==> src/rtl/truth_table_sweeper.sv <==
// Programmable N_IN-input boolean function (truth-table register) with a sweeper that
// streams every (minterm, f) pair and counts the ones. Optional SWEEP_CHECK_EN adds expected-table compare.
module truth_table_sweeper #(
    parameter  int N_IN = 4,
    localparam int TT_W = 2 ** N_IN
) (
    input  logic              clk,
    input  logic              reset,
    input  logic              tt_load,
    input  logic [TT_W-1:0]   tt_data,
    input  logic              start,
    input  logic [N_IN-1:0]   x,
    output logic              f,
    output logic              busy,
    output logic              sweep_valid,
    output logic [N_IN-1:0]   sweep_in,
    output logic              sweep_out,
    output logic              done,
    output logic [N_IN:0]     ones_cnt
`ifdef SWEEP_CHECK_EN
    ,
    input  logic [TT_W-1:0]   exp_data,
    output logic              mismatch,
    output logic [N_IN-1:0]   first_err
`endif
);

    typedef enum logic [1:0] {
        IDLE  = 2'd0,
        SWEEP = 2'd1,
        DONE  = 2'd2
    } state_t;

    // idx carries one extra bit so the last index compare never aliases into a second pass.
    localparam logic [N_IN:0] LAST_IDX = (N_IN + 1)'(TT_W - 1);

    state_t            state, state_nxt;
    logic [N_IN:0]     idx, idx_nxt;
    logic [TT_W-1:0]   tt, tt_nxt;
    logic              f_nxt;
    logic              busy_nxt;
    logic              sweep_valid_nxt;
    logic [N_IN-1:0]   sweep_in_nxt;
    logic              sweep_out_nxt;
    logic              done_nxt;
    logic [N_IN:0]     ones_cnt_nxt;
    logic [N_IN-1:0]   cur;
    logic              cur_bit;

    assign cur     = idx[N_IN-1:0];
    assign cur_bit = tt[cur];

`ifdef SWEEP_CHECK_EN
    logic [TT_W-1:0]   exp_tt, exp_tt_nxt;
    logic              mismatch_nxt;
    logic [N_IN-1:0]   first_err_nxt;
`endif

    // NOTE: every signal written here gets a default first, so no path can infer a latch.
    always_comb begin
        state_nxt       = state;
        idx_nxt         = idx;
        tt_nxt          = tt;
        f_nxt           = tt[x];
        busy_nxt        = busy;
        sweep_valid_nxt = sweep_valid;
        sweep_in_nxt    = sweep_in;
        sweep_out_nxt   = sweep_out;
        done_nxt        = 1'b0;
        ones_cnt_nxt    = ones_cnt;
`ifdef SWEEP_CHECK_EN
        exp_tt_nxt      = exp_tt;
        mismatch_nxt    = mismatch;
        first_err_nxt   = first_err;
`endif

        case (state)
            IDLE: begin
                sweep_valid_nxt = 1'b0;
                if (tt_load) begin
                    tt_nxt = tt_data;
                end
                if (start) begin
                    state_nxt    = SWEEP;
                    idx_nxt      = '0;
                    ones_cnt_nxt = '0;
                    busy_nxt     = 1'b1;
`ifdef SWEEP_CHECK_EN
                    exp_tt_nxt    = exp_data;
                    mismatch_nxt  = 1'b0;
                    first_err_nxt = '0;
`endif
                end
            end

            SWEEP: begin
                sweep_valid_nxt = 1'b1;
                sweep_in_nxt    = cur;
                sweep_out_nxt   = cur_bit;
                ones_cnt_nxt    = ones_cnt + (N_IN + 1)'(cur_bit);
                idx_nxt         = idx + 1'b1;
                if (idx == LAST_IDX) begin
                    state_nxt = DONE;
                end
`ifdef SWEEP_CHECK_EN
                if (cur_bit != exp_tt[cur]) begin
                    mismatch_nxt = 1'b1;
                    // mismatch is cleared at start, so its old value marks the first miss of this sweep.
                    if (!mismatch) begin
                        first_err_nxt = cur;
                    end
                end
`endif
            end

            DONE: begin
                sweep_valid_nxt = 1'b0;
                done_nxt        = 1'b1;
                busy_nxt        = 1'b0;
                state_nxt       = IDLE;
            end

            default: begin
                state_nxt = IDLE;
            end
        endcase
    end

    // NOTE: sequential state uses non-blocking assignments so every register samples pre-edge values.
    always_ff @(posedge clk) begin
        if (reset) begin
            state       <= IDLE;
            idx         <= '0;
            tt          <= '0;
            f           <= 1'b0;
            busy        <= 1'b0;
            sweep_valid <= 1'b0;
            sweep_in    <= '0;
            sweep_out   <= 1'b0;
            done        <= 1'b0;
            ones_cnt    <= '0;
        end else begin
            state       <= state_nxt;
            idx         <= idx_nxt;
            tt          <= tt_nxt;
            f           <= f_nxt;
            busy        <= busy_nxt;
            sweep_valid <= sweep_valid_nxt;
            sweep_in    <= sweep_in_nxt;
            sweep_out   <= sweep_out_nxt;
            done        <= done_nxt;
            ones_cnt    <= ones_cnt_nxt;
        end
    end

`ifdef SWEEP_CHECK_EN
    // NOTE: exp_tt is left unreset; it is always captured at start before SWEEP reads it.
    always_ff @(posedge clk) begin
        exp_tt <= exp_tt_nxt;
        if (reset) begin
            mismatch  <= 1'b0;
            first_err <= '0;
        end else begin
            mismatch  <= mismatch_nxt;
            first_err <= first_err_nxt;
        end
    end
`endif

endmodule

==> config.mk <==
export PLATFORM = sky130hd
export DESIGN_NAME = truth_table_sweeper
export DESIGN_NICKNAME = d
export VERILOG_FILES = /design/src/rtl/truth_table_sweeper.sv
export SDC_FILE = /design/constraint.sdc
export NUM_CORES = 1
export LEC_CHECK = 0
export BUFFER_PORTS_ARGS = -buffer_cell sky130_fd_sc_hd__buf_4
export CAP_MARGIN = 20
export CELL_PAD_IN_SITES_DETAIL_PLACEMENT = 0
export CELL_PAD_IN_SITES_GLOBAL_PLACEMENT = 1
export CORE_UTILIZATION = 39
export CTS_BUF_LIST = sky130_fd_sc_hd__clkbuf_16
export DETAILED_ROUTE_END_ITERATION = 6
export PLACE_DENSITY = 0.76
export SLEW_MARGIN = 25
export SYNTH_ARGS = -nofsm -noshare
export SYNTH_HDL_FRONTEND = slang
export SYNTH_SLANG_ARGS = --single-unit
==> constraint.sdc <==
create_clock -name clk -period 3.3 [get_ports clk]
set_clock_uncertainty 0.1 [all_clocks]
set_input_delay 0.33 -clock clk [delete_from_list [all_inputs] [get_ports clk]]
set_output_delay 0.33 -clock clk [all_outputs]
set_load 0.005 [all_outputs]
==> metrics.md, run 1 <==
| Metric | Value |
|---|---|
| Outcome | finished clean |
| Number of synthesized register bits | 37 |
| Fraction of registers with async set/reset | 0% |
| Drt drc | 0 |
| I/O pins | 38 |
| Fillers | 387 |
| Clock Path Buffers | 2 |
| Power Dens Cells | 482 nW/um^2 |
| Setup violations, final | 0 |
| DIE HEIGHT | 67.6 um |
| Sequential power share | 47.4% |
| Cell mode on critical path | ha_1 |
| Synth warn | 0 |
| CP max stage delay | 550 ps |
| Post-DP HPWL | 2550 um |
| Initial DRC count | 79 |
| Initial antenna violation count | 0 |
| H-tree depth | 2 |
| IO buf count | 37 |
| Placer Congestion | 0.756 |
| Cell taking the most area after synthesis | dfxtp_1 |
| Slew margin rel. | 42.4% |
| Sequential area share after synthesis | 44.2% |
| VDD IR max | 0.215 mV |
| Logic pwr share | 9.9% |
| Tot Pwr | 1.01 mW |
| Global-route wire length before repair | 5650 um |
| Root buf cell | clkbuf_16 |
| N_diodes | 0 |
| Final worst setup slack | 586 ps |
| CP startpoint kind | flip-flop |
| Final Hold Vio Count | 0 |
| Vias in the first global route | 1,229 |
| Placement-stage worst setup slack | 586 ps |
| Critical-path top delay cell | mux4_1 |
| Antenna Nets Post-Route | 0 |
| Postcts setup bufs | 0 |
| Sw Share | 22.2% |
| Synthesized Nets | 214 |
| Gr ovfl total | 0 |
| Final nets | 245 |
| Die extent in x | 67.6 um |
| Crit. End Element | flip-flop |
| Achievable frequency | 0.368 GHz |
| Largest cells by area after synthesis | dfxtp_1 44%, nand2_1 9.2%, a21oi_1 6.9% |
| Synthesized area | 1680 um^2 |
| Fin crit period | 2710 ps |
| Design area | 2100 um^2 |
| Pre-Repair DR Iteration Count | 4 |
| Post-Route WL | 3570 um |
| Resized Gates After CTS | 0 |
| Die area | 4570 um^2 |
| WL/cell | 13.4 um |
| Via count | 1,380 |
| Clock transition at path regs | 50 ps |
| Core area | 4060 um^2 |
| Max Fanout on Critical Path | 8 |
| Period utilization | 82.3% |
| P_int | 787 uW |
| RSZ-0062 raised after global routing | no |
| Clk sinks | 37 |
| Count leader, synth | nand2_1 |
| CTS buffer count | 5 |
| Cts hold-fix bufs | 0 |
| EDFF count, synth | 0 |
| Initial Util | 41.3% |
| WP data required | 3350 ps |
| Layout Cells excl Fill | 267 |
| CTS tree | yes |
| Hold WS | 203 ps |
| Final Util | 51.7% |
| Clock share of power | 42.7% |
| Area delta synth->final | 25.1% |
| Pins Over Slew Limit | 0 |
| Dpl cell area | 1960 um^2 |
| Least-Margin Pin Slew | 862 ps |
| Max_cap viols | 0 |
| Setup_tns | 0 ps |
| Yosys top cell area share | 44.2% |
| Inst Count DP | 260 |
| Crit path cell chain | buf_4 > mux4_1 > a2bb2oi_1 > a22o_1 > ha_1 > ha_1 > nand3_1 > mux2_2 > a22oi_1 > nor2_1 |
| Worst min-delay path class | input pin to flip-flop |
| Share of layout cells above drive strength 1 | 24.9% |
| # rows | 23 |
| Worst EP arrival | 2770 ps |
| Vias/cell | 5.17 |
| Lkg Pwr | 0.867 nW |
| Sw power | 224 uW |
| Prevailing post-synth register cell | dfxtp_1 |
| Clk_lat worst skew | 270 ps |
| Synth unique cells | 26 |
| Synth top cells by count | 41 x nand2_1, 37 x dfxtp_1, 23 x a21oi_1 |
| Pin count of the biggest net entering global routing | 38 |
| Avg Cell Area, Syn | 9.01 um^2 |
| Post-Synthesis Cells | 186 |
| GRT Overall Usage | 17.2% |
| Setup CP Type | flip-flop to flip-flop |
==> power groups by stage <==
stage / Clock, mW / Sequential [mW] / Combinational [mW]
after floorplan: 0 / 0.483 / 0.0646
after global placement: 0 / 0.489 / 0.0988
after detailed placement: 0 / 0.489 / 0.101
after CTS: 0.439 / 0.480 / 0.101
after global routing: 0.458 / 0.482 / 0.110
final: 0.432 / 0.480 / 0.0998
==> cell families (layout without fill, tap and decap cells) <==
family,count (synthesis),after routing,share of synthesized area (%)
flip-flops,37,37,44.2
buffers and inverters,17,48,4.25
multiplexers,16,16,16.6
adder cells (fa/ha/maj),4,4,2.99
AO/OA/AOI/OAI,38,38,13.7
AND/OR/NAND/NOR,74,74,18.3
==> state kept, by name, indices dropped and copies added, names as in the netlist <==
signal,count
busy,1
done,1
f,1
idx,5
ones_cnt,5
state,2
sweep_in,4
sweep_out,1
sweep_valid,1
tt,16
==> routing by layer <==
layer	global-route usage [%]	routed length, um
met1	20.6	1700
met3	6.08	187
met5	0	0
met4	7.18	51
met2	27.6	1630
==> final cells by class <==
cell class / count / area, um^2 / share of cell area [%]
multi-input combinational: 132 / 865 / 41.2
inverter: 3 / 11.3 / 0.537
timing repair buffer: 38 / 285 / 13.6
clock buffer: 5 / 125 / 5.97
sequential: 37 / 741 / 35.3
tap: 50 / 62.6 / 2.98
clock inverter: 2 / 7.51 / 0.358
==> worst max-delay path: cells and delay by family (launching register included) <==
kind / cells / cell delay [ps]
multiplexers: 2 / 890
AO/OA/AOI/OAI: 3 / 510
adder cells (fa/ha/maj): 2 / 400
flip-flops: 1 / 370
buffers and inverters: 1 / 180
AND/OR/NAND/NOR: 2 / 140
==> worst paths after layout <==
path / slack (ps) / end / start / depth (start not counted)
worst max-delay path: 590 / ones_cnt[4]$_SDFFE_PP0P_ / idx[0]$_SDFFE_PP0P_ / 10
worst min-delay path: 200 / tt[14]$_SDFFE_PP0P_ / tt_data[14] / 3
worst max register to register: 590 / ones_cnt[4]$_SDFFE_PP0P_ / idx[0]$_SDFFE_PP0P_ / 10
worst min register to register: 360 / sweep_in[0]$_SDFFE_PP0P_ / sweep_in[0]$_SDFFE_PP0P_ / 2
==> cell usage in the layout (no fill, tap or decap), drive strengths merged, types with 2 or more instances in the layout <==
master / n
a211oi: 2
a21oi: 23
mux4: 8
buf: 38
inv: 4
nor2: 20
mux2i: 2
ha: 4
a22oi: 8
nor2b: 5
mux2: 6
dfxtp: 37
nand2: 41
clkbuf: 5
nand3: 3
Power figures use the tool's default switching activity.
==> inputs of run 2 (changes only) <==
==> constraint.sdc (replaced) <==
create_clock -name clk -period 2.68 [get_ports clk]
set_clock_uncertainty 0.1 [all_clocks]
set_input_delay 0.268 -clock clk [delete_from_list [all_inputs] [get_ports clk]]
set_output_delay 0.268 -clock clk [all_outputs]
set_load 0.005 [all_outputs]
==> run 2 against run 1 <==
Compared with the run above:
- routed wire length up 0.56%
- sequential cell count stayed put
- sequential power rose by 23%
- largest power group unchanged
- highest routed layer unchanged
==> metrics.md, run 2 (synthesis results as in run 1) <==
| Metric | Value |
|---|---|
| Outcome | finished clean |
| Setup CP Type | flip-flop to flip-flop |
| Design area | 2120 um^2 (+1.2%) |
| Clk sinks | 37 (unchanged) |
| Pre-Repair DR Iteration Count | 4 (unchanged) |
| Die extent in x | 67.6 um (unchanged) |
| DIE HEIGHT | 67.6 um (unchanged) |
| H-tree depth | 2 (unchanged) |
| Placer Congestion | 0.722 (-4.5%) |
| Vias/cell | 5.13 (-0.67%) |
| N_diodes | 0 (unchanged) |
| Sw power | 274 uW (+22%) |
| CP startpoint kind | flip-flop |
| Pins Over Slew Limit | 0 (unchanged) |
| Via count | 1,381 (+0.072%) |
| Vias in the first global route | 1,262 (+2.7%) |
| Lkg Pwr | 0.867 nW (about the same) |
| Clk_lat worst skew | 270 ps (about the same) |
| Dpl cell area | 1980 um^2 (+0.76%) |
| Core area | 4060 um^2 (unchanged) |
| Largest reg by FF count | tt |
| Final Hold Vio Count | 0 (unchanged) |
| Initial antenna violation count | 0 (unchanged) |
| Tot Pwr | 1.24 mW (+23%) |
| Inst Count DP | 262 (+0.77%) |
| Gr ovfl total | 0 (unchanged) |
| Layout Cells excl Fill | 269 (+0.75%) |
| Clock transition at path regs | 50 ps (about the same) |
| Final nets | 247 (+0.82%) |
| CTS tree | yes |
| IO buf count | 37 (unchanged) |
| I/O pins | 38 (unchanged) |
| Period utilization | 95.8% (+14 points) |
| Drt drc | 0 (unchanged) |
| Max_cap viols | 0 (unchanged) |
| Area delta synth->final | 26.6% |
| Setup violations, final | 0 (unchanged) |
| Post-Route WL | 3590 um (+0.56%) |
| Sw Share | 22.0% (-0.17 points) |
| Power Dens Cells | 586 nW/um^2 (+22%) |
| P_int | 971 uW (+23%) |
| Pin count of the biggest net entering global routing | 38 (unchanged) |
| Fin crit period | 2570 ps (-147 ps) |
| Antenna Nets Post-Route | 0 (unchanged) |
| Worst min-delay path class | input pin to flip-flop |
| CTS buffer count | 5 (unchanged) |
| Postcts setup bufs | 0 (unchanged) |
| Regs by FF count | tt x16, idx x5, ones_cnt x5 |
| Fillers | 369 (-4.7%) |
| # rows | 23 (unchanged) |
| Clock Path Buffers | 2 (unchanged) |
| Max reg flops | 16 (unchanged) |
| Global-route wire length before repair | 5750 um (+1.8%) |
| Final Util | 52.3% (+0.62 points) |
| Achievable frequency | 0.389 GHz (+5.7%) |
| Slew margin rel. | 37.1% (-5.3 points) |
| Worst EP arrival | 2620 ps (-150 ps) |
| Sequential power share | 47.5% (about the same) |
| Root buf cell | clkbuf_16 |
| VDD IR max | 0.360 mV (+68%) |
| Cts hold-fix bufs | 0 (unchanged) |
| Initial DRC count | 67 (-15%) |
| GRT Overall Usage | 17.3% (+0.11 points) |
| Max Fanout on Critical Path | 3 (-5) |
| Share of layout cells above drive strength 1 | 27.9% (+3.0 points) |
| WL/cell | 13.3 um (-0.19%) |
| Leading cell type in the layout, fill and taps excluded | nand2_1 |
| Least-Margin Pin Slew | 941 ps (+79.6 ps) |
| Commonest cells after routing, fill and taps aside | 41 x nand2_1, 40 x buf_4, 36 x dfxtp_1 |
| Logic pwr share | 10.1% (+0.2 points) |
| Clock share of power | 42.4% (-0.3 points) |
| RSZ-0062 raised after global routing | no |
| Initial Util | 41.3% (unchanged) |
| Crit. End Element | flip-flop |
| Post-DP HPWL | 2630 um (+3.3%) |
| Hold WS | 141 ps (-61.9 ps) |
| Die area | 4570 um^2 (unchanged) |
| WP data required | 2730 ps (-620 ps) |
-- run 2: cell count changes in the layout (fill, tap and decap cells not counted) --
cell | previous run | this run
ha_1 | 4 | 2
a22oi_1 | 8 | 7
dfxtp_1 | 37 | 36
mux4_1 | 3 | 2
ha_2 | 0 | 2
mux4_2 | 5 | 6
a22oi_2 | 0 | 1
buf_4 | 38 | 40
dfxtp_4 | 0 | 1
-- run 2: final cells by class --
type | instances | area, um^2 | area share, %
Timing Repair Buffer | 40 | 300 | 14.2
Clock buffer | 5 | 125 | 5.90
Tap cell | 50 | 62.6 | 2.95
Sequential cell | 37 | 744 | 35.1
Inverter | 3 | 11.3 | 0.531
Multi-Input combinational cell | 132 | 871 | 41.0
Clock inverter | 2 | 7.51 | 0.354
-- run 2: critical path, cell delays in order, from the launching register on --
cell and delay, ps:
dfxtp_4 360, mux4_1 530, mux2_2 270, a22o_1 230, ha_2 180, ha_2 170, nand3_1 80, mux2_2 340
a22oi_2 130, nor2_1 50
-- run 2: through the flow --
stage / TNS [ps] / setup slack, ps
2_1_floorplan: 0 / 11.2
3_5_place_dp: -69.4 / -69.4
4_1_cts: 0 / 2.61
5_1_grt: 0 / 9.41
3_3_place_gp: 0 / 37.9
6_report: 0 / 112
-- run 2: timing repair --
action | CTS | global route
gates cloned | 0 | 0
pin swaps | 0 | 1
endpoints found under the setup margin | 1 | 1
gates resized for setup | 2 | 4
-- run 2: worst paths after layout --
kind / from / to / slack, ps / cells past startpoint
worst max-delay path: idx[0]$_SDFFE_PP0P_ / ones_cnt[4]$_SDFFE_PP0P_ / 110 / 9
worst min-delay path: tt_data[15] / tt[15]$_SDFFE_PP0P_ / 140 / 3
worst max register to register: idx[0]$_SDFFE_PP0P_ / ones_cnt[4]$_SDFFE_PP0P_ / 110 / 9
worst min register to register: sweep_in[2]$_SDFFE_PP0P_ / sweep_in[2]$_SDFFE_PP0P_ / 360 / 2
-- run 2: per-layer routing --
layer  vias up  part of all wire (%)  GRT usage, %
li1        707                     -             -
met1       637                    44          20.4
met2        33                    50          29.3
met3         4                   4.3          5.57
met4         0                  0.86          5.59
met5         -                     0             0
-- run 2: power by group through the flow --
stage                     combinational (mW)  sequential (mW)  clock (mW)
after floorplan                       0.0796            0.595           0
after global placement                 0.123            0.601           0
after detailed placement               0.126            0.602           0
after CTS                              0.127            0.591       0.541
after global routing                   0.140            0.594       0.563
final                                  0.125            0.591       0.528
